[config.mk]
export PLATFORM = sky130hd
export DESIGN_NAME = tr_arbiter
export DESIGN_NICKNAME = d
export VERILOG_FILES = /design/src/rtl/rc_arb_pkg.sv /design/src/rtl/rc_prio_enc.sv /design/src/rtl/tr_arbiter.sv
export SDC_FILE = /design/constraint.sdc
export NUM_CORES = 1
export LEC_CHECK = 0
export ABC_CLOCK_PERIOD_IN_PS = 5600
export BUFFER_PORTS_ARGS = -buffer_cell sky130_fd_sc_hd__buf_2
export CAP_MARGIN = 40
export CORE_MARGIN = 2
export CORE_UTILIZATION = 55
export DETAILED_ROUTE_END_ITERATION = 10
export PLACE_DENSITY = 0.78
export SLEW_MARGIN = 20
export SYNTH_ARGS = -nofsm -noshare
export SYNTH_HDL_FRONTEND = slang
export SYNTH_SLANG_ARGS = --single-unit
export TNS_END_PERCENT = 1
[constraint.sdc]
create_clock -name i_clk -period 5.6 [get_ports i_clk]
set_input_delay 1.12 -clock i_clk [delete_from_list [all_inputs] [get_ports i_clk]]
set_output_delay 1.12 -clock i_clk [all_outputs]
set_load 0.05 [all_outputs]
[src/rtl/rc_arb_pkg.sv]
// Shared types for the transaction-ID arbiter.
// FSM state encoding and arbitration mode codes.
package rc_arb_pkg;

  typedef enum logic {
    IDLE  = 1'b0,
    GRANT = 1'b1
  } arb_state_e;

  localparam logic ARB_FIXED = 1'b0;
  localparam logic ARB_RR    = 1'b1;

endpackage

[src/rtl/rc_prio_enc.sv]
// Wrapping priority encoder.
// Finds first set req bit scanning down from start.
module rc_prio_enc #(
  parameter int N = 16,
  parameter int W = $clog2(N)
) (
  input  logic [N-1:0] req,
  input  logic [W-1:0] start,
  output logic         found,
  output logic [W-1:0] idx
);

  // scan start, start-1, ..., 0, N-1, ... and keep the first hit
  always_comb begin
    int j;
    logic [W-1:0] jj;
    found = 1'b0;
    idx   = '0;
    j     = 0;
    jj    = '0;
    for (int i = 0; i < N; i++) begin
      j = int'(start) - i;
      if (j < 0) begin
        j = j + N;
      end
      jj = W'(j);
      if (!found && req[jj]) begin
        found = 1'b1;
        idx   = jj;
      end
    end
  end

endmodule

[src/rtl/tr_arbiter.sv]
// Transaction-ID arbiter, fixed or round-robin.
// Registered grant held until downstream accepts.
module tr_arbiter
  import rc_arb_pkg::*;
#(
  parameter int NUM_TR = 16,
  parameter int SEL_W  = $clog2(NUM_TR)
) (
  input  logic              i_clk,
  input  logic              i_rst,
  input  logic [NUM_TR-1:0] i_ready,
  input  logic              i_rr_mode,
  input  logic              i_accept,
  output logic              o_any,
  output logic              o_valid,
  output logic [SEL_W-1:0]  o_sel,
  output logic [NUM_TR-1:0] o_grant
);

  arb_state_e        state;
  logic [SEL_W-1:0]  rr_last;
  logic [SEL_W-1:0]  last_eff;
  logic [SEL_W-1:0]  start;
  logic [NUM_TR-1:0] req;
  logic [NUM_TR-1:0] win_oh;
  logic [SEL_W-1:0]  win;
  logic              found;
  logic              fire;

  localparam logic [SEL_W-1:0] TOP_IDX = SEL_W'(NUM_TR - 1);

  assign o_any = |i_ready;
  assign fire  = o_valid & i_accept;

  // re-arbitration after accept excludes the bit just served
  always_comb begin
    req = i_ready;
    if (state == GRANT) begin
      req = i_ready & ~o_grant;
    end
  end

  // on accept the scan already starts below the accepted ID
  always_comb begin
    last_eff = fire ? o_sel : rr_last;
    start    = TOP_IDX;
    if (i_rr_mode == ARB_RR) begin
      if (last_eff == '0) begin
        start = TOP_IDX;
      end else begin
        start = last_eff - SEL_W'(1);
      end
    end
  end

  rc_prio_enc #(
    .N (NUM_TR),
    .W (SEL_W)
  ) u_prio_enc (
    .req   (req),
    .start (start),
    .found (found),
    .idx   (win)
  );

  assign win_oh = NUM_TR'(1) << win;

  // grant FSM with registered outputs and round-robin pointer
  always_ff @(posedge i_clk) begin
    if (i_rst) begin
      state   <= IDLE;
      o_valid <= 1'b0;
      o_sel   <= '0;
      o_grant <= '0;
      rr_last <= '0;
    end else begin
      unique case (state)
        IDLE: begin
          if (found) begin
            state   <= GRANT;
            o_valid <= 1'b1;
            o_sel   <= win;
            o_grant <= win_oh;
          end
        end
        GRANT: begin
          if (fire) begin
            rr_last <= o_sel;
            if (found) begin
              o_sel   <= win;
              o_grant <= win_oh;
            end else begin
              state   <= IDLE;
              o_valid <= 1'b0;
              o_grant <= '0;
            end
          end
        end
        default: begin
          state   <= IDLE;
          o_valid <= 1'b0;
          o_grant <= '0;
        end
      endcase
    end
  end

endmodule

==> flow_summary_export.csv <==
group,metric,value,unit
run_status,run_status,"finished, final reports clean",
layout,insertedDiodeCount,0,
place,placed_area,4498,um^2
power,intPower,0.6247,mW
sta,finalSetupViolations,0,
synthesis,ys_top_cells_by_count,"52 x nand2_1, 47 x mux2i_1, 38 x nor2_1",
drt,route.detailed.wl_per_inst,21.03,um
synthesis,synthesis.instances,493,
power,power.switching_fraction,49.60,%
synthesis,most_used_flip_flop_cell_after_synthesis,"dfxtp_1",
layout,synthToLayoutAreaGrowth,19.13,%
critical_path,critPathArrivalTime,5.60,ns
critical_path,path_class,"primary input to flip-flop",
power,comb_power_share,69.4,%
clock_tree,hold_buffers_post_cts,0,
synthesis,post_synth_instance_area,3865,um^2
critical_path,worst_path_dominant_cell_family,"compound AO/OA/AOI/OAI gates",
drt,detailedRoute.firstIterationViolations,567,
flow_run,drv_cap,0,
synthesis,edff_count_synth,0,
synthesis,yosys-top-cells-area,"dfxtp_1 13%, mux2i_1 12%, nand2_1 5.1%",
floorplan,initial_utilization,56.89,%
synthesis,post-synth-top-count-cell,"nand2_1",
power,irDropWorstVdd,0.2091,mV
place,dp_hpwl,11140,um
floorplan,die_area,7714,um^2
drt,firstDrtPassIters,5,
critical_path,crit_path_end_kind,"flip-flop",
global_routing,grt_max_degree,25,
synthesis,yosys_register_bits,26,
power,switching_power,0.6148,mW
clock_tree,count_of_clock_tree_sinks,26,
critical_path,timing.critical_path.cells,"buf_2 -> nand2_2 -> mux2i_4 -> ha_1 -> nand2_1 -> inv_1 -> ha_1 -> inv_1 -> nand4_1 -> and2_1 -> mux2i_1 -> mux2_2 -> a21oi_1 -> a221o_1 -> a31o_2 -> a221oi_2 -> o31ai_2 -> buf_4 -> o31ai_1",
critical_path,worst_ep_required_time,5.79,ns
critical_path,crit_path_start_kind,"primary input",
critical_path,critical-path-max-stage-delay,0.50,ns
drt,ant_nets,0,
power,portion_of_total_power_attributed_to_sequential_cells,17.7,%
synthesis,ys_seq_area_share,13.47,%
global_routing,grt_first_pass_wirelength,22110,um
clock_tree,tritoncts,"built",
sta,fmax,184.9,MHz
floorplan,num_rows,30,
clock_tree,clk_latency,0.28,ns
synthesis,synth_largest_area_cell,"dfxtp_1",
synthesis,synth.lib_cells_used.distinct,82,
synthesis,syn-num-nets,521,
sta,final_period_minus_worst_setup_slack,5.407,ns
drt,drcViolationCount,0,
place,io_buffers,41,
global_routing,grt_antenna_before_repair,0,
worst_hold_path,holdCritPathClass,"flip-flop to flip-flop",
critical_path,cp.buffers_inverters,4,
sta,hold_ws,0.4819,ns
power,total_leakage_power,1.977,nW
synthesis,ys.warnings.count,0,
layout,post-route-cell-area,4604,um^2
sta,report.final.slew_viol_count,0,
synthesis,ys_async_sr_fraction,0,%
clock_tree,cts-buffers-inserted,3,
power,power_density,269.2,nW/um^2
synthesis,netlist.area_leader.share,13.47,%
place,routabilityCongestion,0.9710,
sta,tightest_slew,0.7876,ns
sta,fin_skew,0.002517,ns
layout,design.final.nets,595,
floorplan,design.portCount,42,
clock_tree,buffer_levels_on_the_longest_clock_path,2,
critical_path,path_max_fanout,8,
drt,detailroute.via_count,4546,
sta,timing.slew.headroom,47.42,%
drt,totalWireLength,13920,um
power,clock_power_share,12.9,%
synthesis,syn_avg_cell_area,7.840,um^2
clock_tree,cts_root_buffer,"clkbuf_8",
critical_path,critPathSlowestCell,"mux2i_1",
global_routing,first_global_vias,4165,
global_routing,grt_overflow,0,
clock_tree,cts.htree.levels,1,
sta,timing.final.hold_violations,0,
sta,final.period_utilization,96.55,%
drt,post_drt_via_cell_ratio,6.867,
floorplan,core_region_area,6794,um^2
layout,ratio_of_cells_with_drive_above_1_in_the_final_layout,27.92,%
global_routing,gr-usage-all-layers,36.97,%
sta,rsz0062_at_grt,"false",
floorplan,fp.dieW,87.83,um
clock_tree,clk_pin_slew,0.10,ns
floorplan,dieHeight,87.83,um
## cell families (layout without fill, tap and decap cells)
logic type	after synthesis	in the layout	synth area share (%)
flops	26	26	13.47
simple gates	168	168	23.05
fa+ha+maj	8	8	2.590
buf+inv	43	116	4.596
xor+xnor	8	8	2.396
compound gates	172	172	33.31
mux	68	68	20.59
## tightest hold or removal path, delay by kind of cell (launching register included)
| family | cells | cell delay (ns) |
|---|---|---|
| AOI/OAI and AO/OA | 1 | 0.05 |
| DFF | 1 | 0.34 |
| and+or+nand+nor | 1 | 0.06 |
## routing by layer
layer | global-route usage, % | vias up | share of wire (%)
li1 | - | 2078 | -
met1 | 52.83 | 2146 | 43
met2 | 57.92 | 276 | 44
met3 | 3.770 | 46 | 9.1
met4 | 12.87 | 0 | 3.7
met5 | 0 | - | 0
## stage by stage
| step | TNS, ns | worst slack, ns | util [%] | instances | total power, mW |
|---|---|---|---|---|---|
| final | 0 | 0.1931 | 67.77 | 662 | 1.239 |
| after global routing | 0 | 0.006098 | 67.77 | 662 | 1.299 |
| after CTS | 0 | 0.1950 | 67.26 | 661 | 1.202 |
| after detailed placement | -0.7196 | -0.09436 | 66.21 | 657 | 1.044 |
| after global placement | 0 | 0.03246 | 66.21 | 657 | 1.042 |
| after floorplan | 0 | 0.01745 | - | 493 | 0.7622 |
## power by group through the flow
stage / clock network [mW] / registers [mW] / logic [mW]
after CTS: 0.158 / 0.218 / 0.826
after detailed placement: 0 / 0.222 / 0.822
after global placement: 0 / 0.221 / 0.821
after floorplan: 0 / 0.266 / 0.497
final: 0.160 / 0.219 / 0.860
after global routing: 0.168 / 0.221 / 0.910
## worst paths after layout
kind	cells after the start	to	slack (ns)	start
setup / recovery	19	o_grant[12]	0.19	i_accept
hold / removal	2	o_grant[6]	0.48	o_grant[6]
setup reg to reg	18	o_grant[12]	0.61	o_valid
hold reg to reg	2	o_grant[6]	0.48	o_grant[6]
## cell type report
type / instances / area [um^2]
inverters: 19 / 72.57
clock inverters: 1 / 30.03
fillers: 570 / 2190
clock buffers: 3 / 41.29
flip-flops and latches: 26 / 520.5
well taps: 96 / 120.1
repair buffers: 93 / 595.6
multi-input cells: 424 / 3224
## state kept, by name, summed over array words and instances (netlist names)
| register | cells |
|---|---|
| o_sel | 4 |
| rr_last | 4 |
| o_valid | 1 |
| o_grant | 16 |
| state | 1 |
## layout by cell type (no fill, tap or decap), types with 4 or more instances in the layout
master,n
mux2i_1,46
o22ai_1,10
nand3_1,16
o21ai_1,5
dfxtp_1,26
a31oi_1,5
a21oi_1,22
inv_1,17
mux2_2,13
o211a_1,5
buf_2,41
o221ai_1,5
o31ai_1,6
mux4_2,5
buf_4,52
a211oi_1,9
nor3_1,8
xnor2_1,5
and3_1,5
a21boi_0,13
and2_1,9
or3_1,8
nand2_1,52
a21bo_2,7
o2111ai_1,5
a32o_1,4
ha_1,8
o21ai_0,27
a22o_1,4
nor2_1,37
o211ai_1,6
nor4_1,6
## timing repair
item                                    CTS  global route
endpoints found under the hold margin     0             0
endpoints found under the setup margin    0            17
setup buffers                             0             1
resized for setup                         0             6
Power figures use the tool's default switching activity.
